## src/rtl/seq_signed_mult_core.sv

```systemverilog
// ============================================================================
// seq_signed_mult_core : sequential shift-add multiplier, signed/unsigned,
//                        full 2*WIDTH product with optional early exit
// Revision: 1.0
// ============================================================================
`default_nettype none

module seq_signed_mult_core #(
    parameter int WIDTH      = 8,
    parameter bit EARLY_EXIT = 1'b1
) (
    input  logic                 clk,
    input  logic                 rst,
    input  logic                 start,
    input  logic                 signed_mode,
    input  logic [WIDTH-1:0]     multiplier,
    input  logic [WIDTH-1:0]     multiplicand,
    output logic                 busy,
    output logic                 done,
    output logic [2*WIDTH-1:0]   product,
    output logic                 negative
);

    localparam int               ITW         = $clog2(WIDTH);
    localparam logic [ITW-1:0]   c_ITER_LAST = ITW'(WIDTH - 1);
    localparam logic [ITW-1:0]   c_ITER_ONE  = ITW'(1);

    typedef enum logic [1:0] {
        S_IDLE = 2'd0,
        S_CALC = 2'd1,
        S_SIGN = 2'd2
    } state_t;

    state_t                r_state;
    logic [WIDTH-1:0]      r_mp;
    logic [2*WIDTH-1:0]    r_mc;
    logic [2*WIDTH-1:0]    r_acc;
    logic [ITW-1:0]        r_iter;
    logic                  r_neg_pend;

    logic [WIDTH-1:0]      w_mp_mag;
    logic [WIDTH-1:0]      w_mc_mag;
    logic [WIDTH-1:0]      w_mp_next;
    logic [2*WIDTH-1:0]    w_acc_add;
    logic                  w_last;

    // The most negative operand negates to 2^(WIDTH-1), still exact as unsigned.
    assign w_mp_mag  = (signed_mode && multiplier[WIDTH-1])   ? -multiplier   : multiplier;
    assign w_mc_mag  = (signed_mode && multiplicand[WIDTH-1]) ? -multiplicand : multiplicand;
    assign w_mp_next = r_mp >> 1;
    assign w_acc_add = r_mp[0] ? (r_acc + r_mc) : r_acc;
    assign w_last    = (r_iter == c_ITER_LAST) || (EARLY_EXIT && (w_mp_next == '0));

    always_ff @(posedge clk or posedge rst) begin
        if (rst) begin
            r_state    <= S_IDLE;
            r_mp       <= '0;
            r_mc       <= '0;
            r_acc      <= '0;
            r_iter     <= '0;
            r_neg_pend <= 1'b0;
            busy       <= 1'b0;
            done       <= 1'b0;
            product    <= '0;
            negative   <= 1'b0;
        end else begin
            done <= 1'b0;
            case (r_state)
                S_IDLE: begin
                    if (start) begin
                        r_mp       <= w_mp_mag;
                        r_mc       <= {{WIDTH{1'b0}}, w_mc_mag};
                        r_acc      <= '0;
                        r_iter     <= '0;
                        r_neg_pend <= signed_mode & (multiplier[WIDTH-1] ^ multiplicand[WIDTH-1]);
                        busy       <= 1'b1;
                        r_state    <= S_CALC;
                    end
                end
                S_CALC: begin
                    r_acc  <= w_acc_add;
                    r_mp   <= w_mp_next;
                    r_mc   <= r_mc << 1;
                    r_iter <= r_iter + c_ITER_ONE;
                    if (w_last) begin
                        r_state <= S_SIGN;
                    end
                end
                S_SIGN: begin
                    product  <= r_neg_pend ? -r_acc : r_acc;
                    // A zero magnitude is never reported as negative.
                    negative <= r_neg_pend & (r_acc != '0);
                    done     <= 1'b1;
                    busy     <= 1'b0;
                    r_state  <= S_IDLE;
                end
                default: begin
                    r_state <= S_IDLE;
                    busy    <= 1'b0;
                end
            endcase
        end
    end

endmodule

`default_nettype wire

```

## config.mk

```make
export PLATFORM = sky130hd
export DESIGN_NAME = seq_signed_mult_core
export DESIGN_NICKNAME = d
export VERILOG_FILES = /design/src/rtl/seq_signed_mult_core.sv
export SDC_FILE = /design/constraint.sdc
export NUM_CORES = 1
export LEC_CHECK = 0
export CAP_MARGIN = 10
export CORE_MARGIN = 2
export CORE_UTILIZATION = 45
export DETAILED_ROUTE_END_ITERATION = 12
export PLACE_DENSITY_LB_ADDON = 0.15
export SYNTH_ARGS = -nofsm -noshare
export SYNTH_HDL_FRONTEND = slang
export SYNTH_SLANG_ARGS = --single-unit
```

## constraint.sdc

```tcl
create_clock -name clk -period 3.4 [get_ports clk]
set_input_delay 1.02 -clock clk [delete_from_list [all_inputs] [get_ports clk]]
set_output_delay 1.02 -clock clk [all_outputs]
set_load 0.005 [all_outputs]
```

; ---- Word level (Yosys, flattened, before mapping)
; Cells that the tools add are included.
[op_classes]
multipliers = 0
n_eq_ne = 6
mux = 18
n_reduce_logical = 12
div_mod_pow = 0
n_addsub = 5
order_cmp = 0
shift = 0
n_bitwise = 4
[op_table]
columns = operator, n
row1 = $mux 16, 4
row2 = $pmux 16 s2, 2
row3 = $mux 8, 3
row4 = $add 16x16->16, 1
row5 = $neg 16->16, 1
row6 = $neg 8->8, 2
row7 = $pmux 8 s2, 1
row8 = $reduce_bool 16->1, 1
row9 = $logic_not 8->1, 1
row10 = $reduce_and 2->1, 4
row11 = $ne 2x2->1 const B, 3
row12 = $pmux 3 s2, 1
row13 = $mux 2, 2
row14 = $pmux 2 s2, 1
row15 = $add 3x1->3 const B, 1
row16 = $eq 3x3->1 const B, 1
row17 = $mux 3, 1
row18 = $reduce_and 3->1, 1
row19 = $and 1x1->1, 2
row20 = $eq 2x1->1 const B, 1
row21 = $eq 2x2->1 const B, 1
row22 = $logic_and 1x1->1, 2
row23 = $logic_not 2->1, 1
row24 = $mux 1, 2
row25 = 5 further kinds, 5
[word_totals]
ramBits = 0
input_bits = 20
reg_bits = 65
mem_bits_ro = 0
n_memories = 0
word_cells = 55
latchBits = 0
out_inout_bits = 19

; ---- Logic depth before layout (Yosys ltp)
; Gate-level depths: netlist (run 1).
[depth]
word_depth = 4
depth_mapped = 9

; ---- Worst setup path before layout (run 1)
; No wires, ideal clock.
[synth_timing]
path_type = input port to flip-flop
start = input start
end = register r_mc[6]
setup_ns = 0.134
setup_slack_ns = 1.169
path_buffers = 1
stages = 5
t_arrival_ns = 2.097
cell_sequence = nor3b_1 > nor2_1 > clkbuf_1 > a22oi_1 > o21ai_0
[synth_between]
elab_chain_len = 2
[synth_lines]
columns = item, line_no
row1 = from (decl), 14  ; input logic start,
row2 = $ne 2x2->1 (no line), n/a
row3 = $reduce_and 2->1 (no line), n/a
row4 = to (signal assigned), 72  ; r_mc <= {{WIDTH{1'b0}}, w_mc_mag};
row5 = to (signal assigned), 83  ; r_mc <= r_mc << 1;
row6 = to (decl), 36  ; logic [2*WIDTH-1:0] r_mc;
; Every way passes these cells.
; A chain may end at the register's enable or synchronous reset.

; ---- Final worst setup path (run 1)
[layout_timing]
start = input start
end = register r_acc[13]
[layout_between]
elab_chain_len = 2
[layout_lines]
columns = item, line_no
row1 = $ne 2x2->1 (no line), n/a
row2 = $reduce_and 3->1 (no line), n/a
row3 = to (signal assigned), 81  ; r_acc <= w_acc_add;
row4 = to (decl), 37  ; logic [2*WIDTH-1:0] r_acc;
; Every way passes these cells.

==> reports/results.md, run 1 <==
• status: finished clean
• post-synthesis instance total: 433
• number of flops mapped to enable cells by yosys: 0
• count of cells along the worst hold path: 2
• average footprint of a synthesized cell: 8.85 um2
• max-capacitance violation count: 0
• die width: 96.3 um
• area occupied by registers: 1630 um2
• htree depth: 3
• overall power of the completed layout: 0.00397 W
• end-of-flow core utilization: 54.5%
• Post-synth top flop: dfrtp_1
• DRC Markers: 0
• Die Span Y: 96.3 um
• combinational family with the most area after synthesis: compound AO/OA/AOI/OAI gates
• Iter 0 DRT Violations: 132
• GR Overflow Total: 0
• hold path startpoint: negative
• number of nets with antenna violations after detailed routing: 0
• fraction of layout instances using a drive strength above 1: 4.87%
• detail-routed via count per cell: 5.48
• Initial Utilization: 46.6%
• unrepaired setup endpoints after global routing: no
• Ant. Diodes: 0
• number of library cell types mapped by synthesis: 49
• count of pins on the block boundary: 39
• Detailed Route WL: 8140 um
• CTS resizes: 0
• wire length of the first global-routing pass: 13,800 um
• count of yosys warnings during synthesis: 0
• simple-gate portion of the synthesized area: 16.1%
• power density of the placed cells: 886 nW/um2
• vias after detailed routing: 3,164
• number of cell instances on the worst register-to-register path: 9
• category of the most critical setup path: in2reg
• clock latency reported for the late side of the worst-skew pair: 340 ps
• number of buffers inserted by port buffering: 38
• total negative slack for setup checks: 0 ps
• Root Buffer: clkbuf_8
• number of buffers between clock root and the deepest sink: 2
• LEAKAGE: 1.98 nW
• top-area cell type share of the netlist area: 42.5%
• count leader, synth: nand2_1
• Data required, critical path: 3680 ps
• Sink Count: 65
• placer's final routability congestion estimate: 0.845
• antenna violations before repair: 0
• Max IR drop VDD: 0.000646 V
• maximum clock frequency: 370 MHz
• clock tree from TritonCTS: built
• share of synthesized flip-flops with an asynchronous set or reset: 100%
• netlist area before placement: 3830 um2
• vias in the first global route: 2,920
• area growth from synthesis to layout: 17.0%
• pin count of the biggest net entering global routing: 38
• sequential fraction of the synthesis area: 42.5%
• number of iterations in the first detailed-routing pass: 5
• Commonest cells post-synth: nand2_1 (79), dfrtp_1 (65), o21ai_0 (62)
• synthesized-area fraction occupied by ao, oa, aoi and oai cells: 21.0%
• number of endpoints failing setup at the final stage: 0
• drt wl/cell: 14.1 um
• placement row count: 33
• fin crit share: 79.5%
• CTS Buf Count: 9
• actual transition at the worst max-transition pin: 1050 ps
• origin of the critical flop-to-flop path: r_acc[0]
• worst hold path class: reg2reg
• xor and xnor area share after synthesis: 7.32%
• critical path endpoint category: flip-flop
• clock period minus final worst setup slack: 2700 ps
• placed wire-length estimate: 6080 um
• total nets after synthesis: 474
• Post-CTS Setup Bufs: 0
• maximum net fanout on the critical path: 16
• Global Route Usage Sum: 19.4%
• dominant cells by area after synthesis: dfrtp_1 (42%), o21ai_0 (8.1%), nand2_1 (7.7%), ha_1 (6.5%), xor2_1 (4.1%)
• Yosys top cell by area: dfrtp_1
• fill cell instance count of the final layout: 778
• FF-to-FF setup slack: 910 ps
• footprint of the multi-input gates: 2040 um2
• final net count: 508
• register bit total from synthesis: 65
• number of pins with negative max-slew slack in the final report: 0
• hold_buf cts: 0
• Post-Synth Adder-Cell Area: 7.06%
• area of the core: 8220 um2
• terminating pin of the worst hold path: negative
• startpoint kind of the worst setup timing path: input pin
• CTS clk-pin slew, worst paths: 70 ps
• Final Hold Viols: 0
• data arrival time of the critical path: 2980 ps
• area of the die: 9270 um2
• final clock skew: 6.29 ps
• endpoint of the most critical register-to-register path: r_acc[14]
• mux share of post-synthesis cell area: 1.60%
• worst max-slew margin expressed relative to the limit: 29.8%
[stage by stage]
step | worst slack (ps) | hold WS, ps | cells | cell area (um2)
final | 698 | 467 | 577 | 4480
after floorplan | 754 | 460 | 433 | 3830
after global placement | 354 | 453 | 561 | 4280
after global routing | 501 | 482 | 577 | 4480
after detailed placement | 341 | 460 | 561 | 4280
after CTS | 706 | 475 | 577 | 4480
[placed cells by master (no fill, tap or decap), types with 3 or more instances in the layout]
master,instances
a21o_1,3
a21oi_1,16
a22oi_1,13
a31oi_1,5
a32o_1,3
clkbuf_8,10
clkdlybuf4s50_1,38
dfrtp_1,65
ha_1,20
inv_1,19
mux2i_1,5
nand2_1,79
nand3_1,13
nor2_1,19
nor2b_1,3
nor3_1,10
o2111ai_1,3
o21ai_0,62
o21bai_1,3
o31ai_1,7
xnor2_1,14
xor2_1,18
[where the power goes]
group | switching (W) | leakage (nW) | internal, W
Sequential | 0.000314 | 0.829 | 0.00111
Combinational | 0.00105 | 1.06 | 0.000838
Clock | 0.000300 | 0.0953 | 0.000356
Total | 0.00167 | 1.98 | 0.00230
[worst max path at each step]
| stage | start | end | slack, ps |
|---|---|---|---|
| after floorplan | rst | busy | 750 |
| after global placement | start | r_acc[13] | 350 |
| after detailed placement | start | r_acc[13] | 340 |
| after CTS | start | r_acc[13] | 710 |
| after global routing | start | r_acc[13] | 500 |
| final | start | r_acc[13] | 700 |
[critical path: stages]
cell	delay, ps
clkdlybuf4s50_1	410
nor3b_1	140
buf_4	190
nor2_1	810
nand2_1	110
o41ai_1	100
a41oi_1	80
nand3b_1	110
[state kept, by name, summed over array words and instances (netlist names)]
signal and cells:
done 1, r_mp 8, r_iter 3, r_state 2
r_neg_pend 1, busy 1, r_acc 16, negative 1
r_mc 16, product 16
[cell families (layout without fill, tap and decap cells)]
group	after synthesis	count (layout)
multiplexers	6	6
XOR/XNOR	32	32
flip-flops	65	65
adder cells (fa/ha/maj)	21	21
buffers and inverters	38	77
AND/OR/NAND/NOR	140	140
AO/OA/AOI/OAI	131	131
[area by class of cell]
type | count | area share (%)
Clock buffer | 11 | 3.16
Clock inverter | 5 | 1.23
Inverter | 20 | 1.68
Multi-Input combinational cell | 330 | 45.4
Sequential cell | 65 | 36.3
Tap cell | 105 | 2.93
Timing Repair Buffer | 41 | 9.27
[layer usage]
layer  routed length (um)  part of all wire (%)  vias up  GRT usage, %
li1                     -                     -     1598             -
met1                 3690                    45     1491          25.2
met2                 4020                    49       68          31.7
met3                  348                   4.3        7          5.40
met4                   80                  0.98        0          5.71
met5                    0                     0        -             0
(Power assumes the default switching activity.)
==> run 2: changes to the inputs <==
==> constraint.sdc (replaced) <==
create_clock -name clk -period 2.45 [get_ports clk]
set_input_delay 0.735 -clock clk [delete_from_list [all_inputs] [get_ports clk]]
set_output_delay 0.735 -clock clk [all_outputs]
set_load 0.005 [all_outputs]
==> reports/results.md, run 2 (synthesis results as in run 1) <==
• number of cell instances on the worst register-to-register path: 7, was 9
• CTS clk-pin slew, worst paths: 80 ps, was 70 ps
• Final Hold Viols: 0, unchanged
• Max IR drop VDD: 0.000592 V, was 0.000646 V
• clock tree from TritonCTS: built, unchanged
• clock period minus final worst setup slack: 2300 ps
• die width: 96.3 um, unchanged
• final net count: 517, was 508
• commonest cells after routing, fill and taps aside: nand2_1 (79), dfrtp_1 (65), o21ai_0 (62), clkdlybuf4s50_1 (38), ha_1 (20), unchanged
• placement row count: 33, unchanged
• largest registers ranked by flip-flop count: product (16), r_acc (16), r_mc (16), unchanged
• drt wl/cell: 14.4 um, was 14.1 um
• LEAKAGE: 2.03 nW, was 1.98 nW
• maximum net fanout on the critical path: 6, was 16
• number of buffers between clock root and the deepest sink: 2, unchanged
• Int Pwr: 0.00327 W, was 0.00230 W
• category of the most critical setup path: reg2reg, was in2reg
• number of iterations in the first detailed-routing pass: 4, was 5
• placed wire-length estimate: 6220 um, was 6080 um
• actual transition at the worst max-transition pin: 947 ps, was 1050 ps
• P_sw: 0.00238 W, was 0.00167 W
• vias in the first global route: 3,028, was 2,920
• Comb power frac: 49.2%, was 47.7%
• number of nets with antenna violations after detailed routing: 0, unchanged
• number of pins with negative max-slew slack in the final report: 0, unchanged
• number of buffers inserted by port buffering: 38, unchanged
• count of cells along the worst hold path: 2, unchanged
• hold path startpoint: negative, unchanged
• Initial Utilization: 46.6%, unchanged
• Ant. Diodes: 0, unchanged
• pin count of the biggest net entering global routing: 66, was 38
• max-capacitance violation count: 0, unchanged
• critical path endpoint category: flip-flop, unchanged
• post-route cell area: 4570 um2, was 4480 um2
• vias after detailed routing: 3,233, was 3,164
• Die Span Y: 96.3 um, unchanged
• antenna violations before repair: 0, unchanged
• Detailed Route WL: 8440 um, was 8140 um
• clock share of power: 16.3%, was 16.5%
• area growth from synthesis to layout: 19.2%, was 17.0%
• Sw Share: 42.1%, was 42.0%
• DRC Markers: 0, unchanged
• startpoint kind of the worst setup timing path: flip-flop, was input pin
• area of the core: 8220 um2, unchanged
• footprint of the multi-input gates: 2050 um2, was 2040 um2
• status: finished clean, unchanged
• placed cells: 569, was 561
• endpoint of the most critical register-to-register path: r_acc[15], was r_acc[14]
• fraction of layout instances using a drive strength above 1: 7.48%, was 4.87%
• Placed Area: 4340 um2, was 4280 um2
• Sequential Power Share: 34.5%, was 35.8%
• wire length of the first global-routing pass: 14,000 um, was 13,800 um
• placer's final routability congestion estimate: 0.883, was 0.845
• final cell count without fillers: 586, was 577
• worst hold path class: reg2reg, unchanged
• power density of the placed cells: 1240 nW/um2, was 886 nW/um2
• clock latency reported for the late side of the worst-skew pair: 340 ps, about the same
• area occupied by registers: 1630 um2, unchanged
• count of pins on the block boundary: 39, unchanged
• final clock skew: 9.42 ps, was 6.29 ps
• Global Route Usage Sum: 19.7%, was 19.4%
• number of endpoints failing setup at the final stage: 0, unchanged
• data arrival time of the critical path: 2580 ps, was 2980 ps
• area of the die: 9270 um2, unchanged
• fin crit share: 94.0%
• detail-routed via count per cell: 5.52, was 5.48
• most common library cell in the layout ignoring fill and taps: nand2_1, unchanged
• origin of the critical flop-to-flop path: r_acc[1], was r_acc[0]
• hold_buf cts: 0, unchanged
• unrepaired setup endpoints after global routing: yes, was no
• terminating pin of the worst hold path: negative, unchanged
• CTS Buf Count: 9, unchanged
• fill cell instance count of the final layout: 796, was 778
• final-layout worst hold slack: 472 ps, was 467 ps
• maximum clock frequency: 434 MHz
• Sink Count: 65, unchanged
• GR Overflow Total: 0, unchanged
• Iter 0 DRT Violations: 142, was 132
• Root Buffer: clkbuf_8, unchanged
• worst max-slew margin expressed relative to the limit: 36.6%, was 29.8%
• htree depth: 3, unchanged
• FF-to-FF setup slack: 150 ps, was 910 ps
• Data required, critical path: 2720 ps, was 3680 ps
[run 2: worst max-delay path: stages (launching register included)]
cell	delay (ps)
dfrtp_1	440
ha_1	310
a211oi_1	380
o21bai_1	190
o2111ai_1	320
a21oi_1	120
nor3b_1	260
mux2i_1	210
[run 2: stage by stage]
step	power (W)	setup TNS, ps	util (%)	setup slack (ps)
3_5_place_dp	0.00474	0	52.9	31.6
4_1_cts	0.00568	0	55.3	28.6
5_1_grt	0.00617	-17.7	55.6	-8.89
3_3_place_gp	0.00467	0	52.9	62.6
2_1_floorplan	0.00381	0	-	88.5
6_report	0.00565	0	55.6	146
[run 2: metal layers]
layer	routed length (um)	global-route usage (%)	part of all wire, %
met5	0	0	0
met4	124	7.98	1.5
met3	372	3.29	4.4
met2	4080	32.6	48
met1	3860	25.6	46
[run 2: worst max-delay path by stage]
stage,to,cells past startpoint,startpoint
global route,r_acc[15],7,r_acc[1]
floorplan,busy,1,rst
finish,r_acc[15],7,r_acc[1]
global placement,r_acc[14],9,r_mc[0]
CTS,r_acc[14],9,r_mc[0]
detailed placement,r_acc[14],9,r_mc[0]
[run 2: repair_timing]
| item | 4_1_cts | 5_1_grt |
|---|---|---|
| setup buffers | 0 | 1 |
| gates resized for setup | 0 | 4 |
| endpoints found under the setup margin | 0 | 2 |
[run 2: power by group through the flow]
stage	registers (W)	logic [W]	clock network, W
floorplan	0.00187	0.00193	0
global placement	0.00195	0.00272	0
detailed placement	0.00197	0.00277	0
CTS	0.00195	0.00278	0.000944
global route	0.00202	0.00316	0.000989
finish	0.00195	0.00278	0.000918
[run 2: final cells by class]
class	count	area share, %
Sequential cell	65	35.6
Inverter	20	1.64
Clock inverter	5	1.21
Clock buffer	11	3.10
Tap cell	105	2.88
Multi-Input combinational cell	330	45.0
Timing Repair Buffer	50	10.6
==> run 3: changes to the inputs <==
--- a/config.mk
+++ b/config.mk
@@ -9,6 +9,7 @@
 export CORE_MARGIN = 2
 export CORE_UTILIZATION = 45
 export DETAILED_ROUTE_END_ITERATION = 12
+export GPL_ROUTABILITY_DRIVEN = 1
 export PLACE_DENSITY_LB_ADDON = 0.15
 export SYNTH_ARGS = -nofsm -noshare
 export SYNTH_HDL_FRONTEND = slang
==> results of run 3 <==
Final layout, timing and power as in run 2 (identical DEF).
